$ cat src/rtl/ahb_lite_master_if.sv
// Single-outstanding AHB-Lite initiator: one valid/ready command becomes one NONSEQ
// transfer, with lane steering, alignment checks and a hung-bus timeout.
module ahb_lite_master_if #(
  parameter int unsigned TIMEOUT = 256
) (
  input  logic        clk,
  input  logic        reset,
  input  logic        cmd_valid,
  output logic        cmd_ready,
  input  logic [31:0] cmd_addr,
  input  logic        cmd_write,
  input  logic [1:0]  cmd_size,
  input  logic [31:0] cmd_wdata,
  output logic        rsp_valid,
  input  logic        rsp_ready,
  output logic [31:0] rsp_rdata,
  output logic        rsp_err,
  output logic        rsp_timeout,
  output logic [31:0] FIC_0_AHB_M_HADDR,
  output logic [1:0]  FIC_0_AHB_M_HSIZE,
  output logic [1:0]  FIC_0_AHB_M_HTRANS,
  output logic [31:0] FIC_0_AHB_M_HWDATA,
  output logic        FIC_0_AHB_M_HWRITE,
  input  logic [31:0] FIC_0_AHB_M_HRDATA,
  input  logic        FIC_0_AHB_M_HREADY,
  input  logic        FIC_0_AHB_M_HRESP
);

  localparam int unsigned CW = (TIMEOUT > 0) ? $clog2(TIMEOUT + 1) : 1;
  localparam logic [1:0] HT_IDLE   = 2'b00;
  localparam logic [1:0] HT_NONSEQ = 2'b10;

  typedef enum logic [2:0] {IDLE, ADDR, DATA, DRAIN, RESP} state_t;

  state_t      state, state_nxt;
  logic [31:0] wdata_q, wdata_nxt;
  logic [CW-1:0] wait_cnt, wait_cnt_nxt;
  logic        rdy_seen, rdy_seen_nxt;

  logic        cmd_ready_nxt, rsp_valid_nxt, rsp_err_nxt, rsp_timeout_nxt;
  logic [31:0] rsp_rdata_nxt;
  logic [31:0] haddr_nxt, hwdata_nxt;
  logic [1:0]  hsize_nxt, htrans_nxt;
  logic        hwrite_nxt;

  logic        accept, bad_cmd;
  logic [31:0] wdata_steer, rd_shift, rd_lane;

  assign accept = cmd_valid & cmd_ready;

  always_comb begin
    bad_cmd = 1'b0;
    case (cmd_size)
      2'd1:    bad_cmd = cmd_addr[0];
      2'd2:    bad_cmd = |cmd_addr[1:0];
      2'd3:    bad_cmd = 1'b1;
      default: bad_cmd = 1'b0;
    endcase
  end

  // Write data is replicated across every lane the transfer size could select.
  always_comb begin
    wdata_steer = wdata_q;
    case (FIC_0_AHB_M_HSIZE)
      2'd0:    wdata_steer = {4{wdata_q[7:0]}};
      2'd1:    wdata_steer = {2{wdata_q[15:0]}};
      default: wdata_steer = wdata_q;
    endcase
  end

  assign rd_shift = FIC_0_AHB_M_HRDATA >> {FIC_0_AHB_M_HADDR[1:0], 3'b000};

  always_comb begin
    rd_lane = rd_shift;
    case (FIC_0_AHB_M_HSIZE)
      2'd0:    rd_lane = {24'h0, rd_shift[7:0]};
      2'd1:    rd_lane = {16'h0, rd_shift[15:0]};
      default: rd_lane = rd_shift;
    endcase
  end

  always_comb begin
    state_nxt       = state;
    wdata_nxt       = wdata_q;
    wait_cnt_nxt    = wait_cnt;
    rdy_seen_nxt    = rdy_seen;
    rsp_valid_nxt   = rsp_valid;
    rsp_rdata_nxt   = rsp_rdata;
    rsp_err_nxt     = rsp_err;
    rsp_timeout_nxt = rsp_timeout;
    haddr_nxt       = FIC_0_AHB_M_HADDR;
    hsize_nxt       = FIC_0_AHB_M_HSIZE;
    htrans_nxt      = FIC_0_AHB_M_HTRANS;
    hwdata_nxt      = FIC_0_AHB_M_HWDATA;
    hwrite_nxt      = FIC_0_AHB_M_HWRITE;

    case (state)
      IDLE: begin
        if (accept) begin
          rsp_rdata_nxt   = 32'h0;
          rsp_err_nxt     = 1'b0;
          rsp_timeout_nxt = 1'b0;
          if (bad_cmd) begin
            rsp_valid_nxt = 1'b1;
            rsp_err_nxt   = 1'b1;
            state_nxt     = RESP;
          end else begin
            haddr_nxt  = cmd_addr;
            hsize_nxt  = cmd_size;
            hwrite_nxt = cmd_write;
            wdata_nxt  = cmd_wdata;
            htrans_nxt = HT_NONSEQ;
            state_nxt  = ADDR;
          end
        end
      end
      ADDR: begin
        if (FIC_0_AHB_M_HREADY) begin
          htrans_nxt   = HT_IDLE;
          hwdata_nxt   = wdata_steer;
          wait_cnt_nxt = '0;
          state_nxt    = DATA;
        end
      end
      DATA: begin
        // HRESP is only meaningful alongside HREADY; the first ERROR cycle is ignored.
        if (FIC_0_AHB_M_HREADY) begin
          rsp_valid_nxt = 1'b1;
          rsp_err_nxt   = FIC_0_AHB_M_HRESP;
          rsp_rdata_nxt = (!FIC_0_AHB_M_HRESP && !FIC_0_AHB_M_HWRITE) ? rd_lane : 32'h0;
          state_nxt     = RESP;
        end else if (TIMEOUT != 0 && wait_cnt == CW'(TIMEOUT)) begin
          rsp_valid_nxt   = 1'b1;
          rsp_err_nxt     = 1'b1;
          rsp_timeout_nxt = 1'b1;
          rsp_rdata_nxt   = 32'h0;
          rdy_seen_nxt    = 1'b0;
          state_nxt       = DRAIN;
        end else if (wait_cnt != '1) begin
          wait_cnt_nxt = wait_cnt + 1'b1;
        end
      end
      DRAIN: begin
        // The abandoned data phase must still finish on the bus before we reuse it.
        rdy_seen_nxt = rdy_seen | FIC_0_AHB_M_HREADY;
        if (rsp_valid && rsp_ready) rsp_valid_nxt = 1'b0;
        if ((rdy_seen || FIC_0_AHB_M_HREADY) && (!rsp_valid || rsp_ready))
          state_nxt = IDLE;
      end
      RESP: begin
        if (rsp_ready) begin
          rsp_valid_nxt = 1'b0;
          state_nxt     = IDLE;
        end
      end
      default: state_nxt = IDLE;
    endcase

    cmd_ready_nxt = (state_nxt == IDLE);
  end

  always_ff @(posedge clk) begin
    if (reset) begin
      state              <= IDLE;
      wdata_q            <= 32'h0;
      wait_cnt           <= '0;
      rdy_seen           <= 1'b0;
      cmd_ready          <= 1'b0;
      rsp_valid          <= 1'b0;
      rsp_rdata          <= 32'h0;
      rsp_err            <= 1'b0;
      rsp_timeout        <= 1'b0;
      FIC_0_AHB_M_HADDR  <= 32'h0;
      FIC_0_AHB_M_HSIZE  <= 2'd0;
      FIC_0_AHB_M_HTRANS <= HT_IDLE;
      FIC_0_AHB_M_HWDATA <= 32'h0;
      FIC_0_AHB_M_HWRITE <= 1'b0;
    end else begin
      state              <= state_nxt;
      wdata_q            <= wdata_nxt;
      wait_cnt           <= wait_cnt_nxt;
      rdy_seen           <= rdy_seen_nxt;
      cmd_ready          <= cmd_ready_nxt;
      rsp_valid          <= rsp_valid_nxt;
      rsp_rdata          <= rsp_rdata_nxt;
      rsp_err            <= rsp_err_nxt;
      rsp_timeout        <= rsp_timeout_nxt;
      FIC_0_AHB_M_HADDR  <= haddr_nxt;
      FIC_0_AHB_M_HSIZE  <= hsize_nxt;
      FIC_0_AHB_M_HTRANS <= htrans_nxt;
      FIC_0_AHB_M_HWDATA <= hwdata_nxt;
      FIC_0_AHB_M_HWRITE <= hwrite_nxt;
    end
  end

endmodule

$ cat config.mk
export PLATFORM = sky130hd
export DESIGN_NAME = ahb_lite_master_if
export DESIGN_NICKNAME = d
export VERILOG_FILES = /design/src/rtl/ahb_lite_master_if.sv
export SDC_FILE = /design/constraint.sdc
export NUM_CORES = 1
export LEC_CHECK = 0
export BUFFER_PORTS_ARGS = -buffer_cell sky130_fd_sc_hd__clkbuf_2
export CORE_AREA = 2 2 121 123
export CTS_BUF_LIST = sky130_fd_sc_hd__clkbuf_4 sky130_fd_sc_hd__clkbuf_8 sky130_fd_sc_hd__clkbuf_16
export DETAILED_ROUTE_END_ITERATION = 10
export DIE_AREA = 0 0 123 125
export HOLD_SLACK_MARGIN = 0.12
export PLACE_DENSITY = 0.72
export SLEW_MARGIN = 10
export SYNTH_ARGS = -nofsm -noshare
export SYNTH_HDL_FRONTEND = slang
export SYNTH_SLANG_ARGS = --single-unit
$ cat constraint.sdc
create_clock -name clk -period 1.8 [get_ports clk]
set_input_delay 0.27 -clock clk [delete_from_list [all_inputs] [get_ports clk]]
set_output_delay 0.27 -clock clk [all_outputs]
set_load 0.02 [all_outputs]
==> metrics.txt, run 1 <==
outcome finished with violations; failing checks negative setup slack; Synth Flop Type dfxtp_1; final core utilization 64.62%; pin count of the biggest net entering global routing 61; WHS 0.1419 ns; fin. max-slew vios 0; CTS tree yes; Mapped Nets 846; total global-route track usage 24.18%; Worst-Skew Late Latency 0.42 ns; Critical Path Sink Type flip-flop; worst hold path class primary input to flip-flop; Final Skew 0.01038 ns; share of Yosys cell area claimed by the top area cell type 48.38%; FP Rows 44; die span in y 125 um; crit share post-route 105.5%; Netlist cell types 53; Ant. Diodes 0; Seq cells post-synth 149; Yosys warning total 0; I/O Buffers 208; vias in the first global route 5974; HPWL Detailed 12220 um; Die ar. 15380 um2; Slew Limit Headroom 53.27%; CTS Sinks 149; Post-Syn Instances 738; Slew @ Worst Pin 0.6995 ns; Lkg Pwr 3.718 nW; Reg clk slew, reported paths 0.07 ns; critical path class flip-flop to flip-flop; vias after detailed routing 6347; # nets final 1141; first-pass GRT wire length 29550 um; Residual DRC 0; H-tree Lvls 4; gr ovfl total 0; Cell Area, Synth 6166 um2; FFs w/ async S/R, synth 0%; unrepaired setup endpoints after global routing yes; Achievable Freq 526.7 MHz; Starting Density 43.41%; post-synth top area cell dfxtp_1; share of layout cells above drive strength 1 30.78%; final setup vio count 33; WP data required 2.15 ns; DIE WIDTH 123 um; main area contributors after synthesis dfxtp_1 (48%), nand2_1 (13%), a21oi_1 (7.8%); drt total wl 19070 um; Pre-antenna DRT Iters 5; min cycle time layout 1.899 ns; final hold vios 0; CTS max path bufs 2; ANT nets after route 0; CP arrival 2.25 ns; total core area 14200 um2; Seq/Total Area, Yosys 48.38%; I/O pins 210; WL/cell 15.50 um; total power divided by cell area 855.8 nW/um2; pre-CTS WS -0.1289 ns; Startpoint Class flip-flop; root buf cell clkbuf_16; max_cap viols 0; Final Wtd Congestion 0.8707; Post-synth top cells nand2_1 (207), dfxtp_1 (149), a21oi_1 (96); CP Max Fanout 4; area grow syn2layout 48.86%; Worst VDD drop 0.8995 mV; initial antenna violation count 0; post-route worst setup slack -0.09852 ns; syn_area_per_cell 8.355 um2; cts bufs inserted 17; top-count cell post-synth nand2_1; Iteration-0 DRC Markers 354; vias per std cell 5.160; EDFF count, synth 0
[cell type report]
class                   count  area [um2]
clock inverters            10       111.4
clock buffers              22       488.0
inverters                   6       22.52
fillers                  1190        5025
multi-input cells         525        3063
well taps                 184       230.2
flip-flops and latches    149        2988
repair buffers            334        2276
[cells in the final DEF, fill, tap and decap left out, types with 18 or more instances in the layout]
cell type      Yosys  routed
clkbuf_16          0      18
nand2_1          207     207
dfxtp_1          149     147
clkbuf_2           0     207
nor2_1            32      31
o21ai_0           26      25
buf_4              2      44
dlygate4sd3_1      0      73
a21oi_1           96      95
mux2i_1           34      34
[per-layer routing]
metal  wire length [um]  track usage [%]  share of wire, %
met2               9492            40.69                50
met5                  0                0                 0
met3               1057            5.566               5.5
met4                355            7.754               1.9
met1               8161            30.46                43
[final timing paths]
path,start,to,slack [ns],depth (start not counted)
setup / recovery,wait_cnt[1]$_SDFFE_PP0P_,wait_cnt[6]$_SDFFE_PP0P_,-0.1,8
hold / removal,FIC_0_AHB_M_HRDATA[24],rsp_rdata[24]$_SDFFE_PP0P_,0.14,2
setup reg to reg,wait_cnt[1]$_SDFFE_PP0P_,wait_cnt[6]$_SDFFE_PP0P_,-0.1,8
hold reg to reg,FIC_0_AHB_M_HWDATA[1]$_SDFFE_PP0P_,FIC_0_AHB_M_HWDATA[1]$_SDFFE_PP0P_,0.45,2
[cells by family after synthesis]
family | synth area share [%]
and+or+nand+nor | 19.91
AOI/OAI and AO/OA | 20.72
DFF | 48.38
buffers and inverters | 4.241
muxes | 5.520
xor gates and xnor gates | 0.5681
adders and majority gates | 0.6088
other | 0.06082
[metrics by stage]
stage / area [um2] / power, mW / setup TNS, ns / std cells
floorplan: 6206 / 3.877 / -0.1646 / 738
global placement: 7656 / 4.176 / -0.3080 / 1118
detailed placement: 7656 / 4.183 / -0.5553 / 1118
CTS: 9025 / 7.846 / -0.06765 / 1225
global route: 9179 / 8.108 / -2.938 / 1230
finish: 9179 / 7.855 / -0.5991 / 1230
[sequential cells by signal, summed over array words and instances (netlist names)]
| register | flops |
|---|---|
| rsp_rdata | 32 |
| FIC_0_AHB_M_HWRITE | 1 |
| state | 3 |
| rsp_err | 1 |
| rsp_timeout | 1 |
| FIC_0_AHB_M_HADDR | 32 |
| rsp_valid | 1 |
| wait_cnt | 9 |
| FIC_0_AHB_M_HSIZE | 2 |
| FIC_0_AHB_M_HWDATA | 32 |
| wdata_q | 32 |
| cmd_ready | 1 |
| FIC_0_AHB_M_HTRANS | 1 |
| rdy_seen | 1 |
[power by group]
part           internal (mW)  total, mW  switching (mW)
clock                   2.10       3.58            1.48
sequential              3.37       3.42          0.0519
combinational          0.399      0.852           0.453
[critical path, cell delays in order (launching register included)]
cell and delay (ns):
dfxtp_2 0.36, buf_6 0.10, inv_1 0.05, ha_4 0.15, nor4b_4 0.13, buf_4 0.15, a211o_4 0.33, or4_1 0.41
a21oi_1 0.14
[timing repair]
item | 4_1_cts | 5_1_grt
setup endpoints to repair | 32 | 76
resized for setup | 9 | 18
setup buffers | 2 | 3
gates cloned | 0 | 2
endpoints found under the hold margin | 73 | 0
hold buffers | 73 | 0
pin swaps | 5 | 9
Note: power is estimated with default switching activity, not from simulation.
==> run 2, diff against run 1 <==
--- a/config.mk
+++ b/config.mk
@@ -5,6 +5,7 @@
 export SDC_FILE = /design/constraint.sdc
 export NUM_CORES = 1
 export LEC_CHECK = 0
+export ABC_CLOCK_PERIOD_IN_PS = 1800
 export BUFFER_PORTS_ARGS = -buffer_cell sky130_fd_sc_hd__clkbuf_2
 export CORE_AREA = 2 2 121 123
 export CTS_BUF_LIST = sky130_fd_sc_hd__clkbuf_4 sky130_fd_sc_hd__clkbuf_8 sky130_fd_sc_hd__clkbuf_16
@@ -12,6 +13,8 @@
 export DIE_AREA = 0 0 123 125
 export HOLD_SLACK_MARGIN = 0.12
 export PLACE_DENSITY = 0.72
+export REMOVE_ABC_BUFFERS = 1
+export SKIP_CTS_REPAIR_TIMING = 1
 export SLEW_MARGIN = 10
 export SYNTH_ARGS = -nofsm -noshare
 export SYNTH_HDL_FRONTEND = slang
==> metrics.txt, run 2 (same netlist as run 1, synthesis figures left out) <==
final hold vios 0; Slew @ Worst Pin 0.8410 ns; WL/cell 15.54 um; reg-to-reg endpoint wait_cnt[6]$_SDFFE_PP0P_; gr ovfl total 0; CTS tree yes; most frequent cells in the layout clkbuf_2 (207), nand2_1 (206), dfxtp_1 (147); Lkg Pwr 3.723 nW; drt total wl 19080 um; share of layout cells above drive strength 1 30.84%; unrepaired setup endpoints after global routing yes; DIE WIDTH 123 um; Die ar. 15380 um2; dpl cells 1124; H-tree Lvls 4; most common cell after layout, fill and taps aside clkbuf_2; min cycle time layout 1.834 ns; total global-route track usage 22.36%; FP Rows 44; Reg2Reg Depth 7; Worst-Skew Late Latency 0.42 ns; Reg-to-Reg Start wait_cnt[1]$_SDFFE_PP0P_; fin. max-slew vios 0; post-route insts no fill 1228; ANT nets after route 0; root buf cell clkbuf_16; # nets final 1139; Pre-antenna DRT Iters 5; die span in y 125 um; Starting Density 43.41%; CTS max path bufs 2; vias in the first global route 5600; post-route cell area 9160 um2; Worst Hold End FIC_0_AHB_M_HSIZE[1]$_SDFFE_PP0P_; HPWL Detailed 11980 um; Fill cells 1152; Iteration-0 DRC Markers 309; total core area 14200 um2; initial antenna violation count 0; dpl cell area 7730 um2; Ant. Diodes 0; cts bufs inserted 17; critical path class flip-flop to flip-flop; I/O Buffers 208; failing checks negative setup slack; CP arrival 2.19 ns; vias after detailed routing 6408; first-pass GRT wire length 27460 um; Achievable Freq 545.2 MHz; Sum Neg Setup Slack -0.03407 ns; Worst VDD drop 0.5825 mV; post-route worst setup slack -0.03407 ns; crit share post-route 101.9%; vias per std cell 5.218; Residual DRC 0; Final Wtd Congestion 0.8532; R2R setup slack -0.03 ns; hold depth 3; max_cap viols 0; Final Skew 0.01000 ns; critical hold path startpoint cmd_size[1]; Reg clk slew, reported paths 0.06 ns; CTS Sinks 149; WP data required 2.15 ns; final setup vio count 1; I/O pins 210; Startpoint Class flip-flop; area grow syn2layout 48.56%; pre-CTS WS -0.1060 ns; outcome finished with violations; pin count of the biggest net entering global routing 81; worst hold path class primary input to flip-flop; Slew Limit Headroom 43.93%; total power divided by cell area 880.1 nW/um2; CP Max Fanout 5; Critical Path Sink Type flip-flop
==> run 2: cell types whose count changed in the layout (fill, tap and decap cells not counted), moves of 3 or more <==
cell / before / now
buf_12: 6 / 10
dlygate4sd3_1: 73 / 69
bufinv_16: 1 / 4
clkbuf_8: 4 / 1
==> run 2: worst max-delay path by stage <==
stage | start | end | slack, ns | cells past startpoint
after floorplan | wait_cnt[0]$_SDFFE_PP0P_ | rsp_rdata[11]$_SDFFE_PP0P_ | -1.46 | 6
after global placement | wait_cnt[0]$_SDFFE_PP0P_ | wait_cnt[5]$_SDFFE_PP0P_ | -0.09 | 8
after detailed placement | wait_cnt[0]$_SDFFE_PP0P_ | wait_cnt[7]$_SDFFE_PP0P_ | -0.11 | 8
after CTS | wait_cnt[0]$_SDFFE_PP0P_ | wait_cnt[7]$_SDFFE_PP0P_ | -0.12 | 8
after global routing | wait_cnt[0]$_SDFFE_PP0P_ | wait_cnt[6]$_SDFFE_PP0P_ | -0.1 | 8
final | wait_cnt[1]$_SDFFE_PP0P_ | wait_cnt[6]$_SDFFE_PP0P_ | -0.03 | 7
==> run 2: per-stage QoR <==
stage                     utilization (%)  power, mW  hold WS, ns
after floorplan                         -      3.818       0.3391
after global placement              54.42      4.203       0.4408
after detailed placement            54.42      4.208       0.4459
after CTS                           58.87      7.986      0.04832
after global routing                64.49      8.353       0.1216
final                               64.49      8.061       0.1050
==> run 2: area by class of cell <==
class | count | area (um2) | area share (%)
inverters | 6 | 22.52 | 0.2459
clock inverters | 12 | 177.7 | 1.940
well taps | 184 | 230.2 | 2.513
repair buffers | 332 | 2276 | 24.85
clock buffers | 20 | 454.2 | 4.958
flip-flops and latches | 149 | 2988 | 32.62
multi-input cells | 525 | 3012 | 32.88
==> run 2: metal layers <==
| metal | vias up | track usage, % | share of wire (%) |
|---|---|---|---|
| met4 | 0 | 7.019 | 1.5 |
| li1 | 3141 | - | - |
| met2 | 263 | 35.72 | 48 |
| met1 | 2981 | 28.95 | 42 |
| met3 | 23 | 6.752 | 7.6 |
| met5 | - | 0 | 0 |
==> run 2: where the power goes <==
group          switching (mW)  leakage (nW)  internal [mW]
sequential             0.0482          1.21           3.37
combinational           0.456          2.22          0.398
clock                    1.40         0.299           2.39
==> run 2: worst max-delay path: stages (launching register included) <==
cell	delay [ns]
dfxtp_2	0.36
inv_1	0.06
ha_2	0.16
nor4b_2	0.16
buf_4	0.16
a211o_4	0.34
or4_4	0.42
a21oi_2	0.12
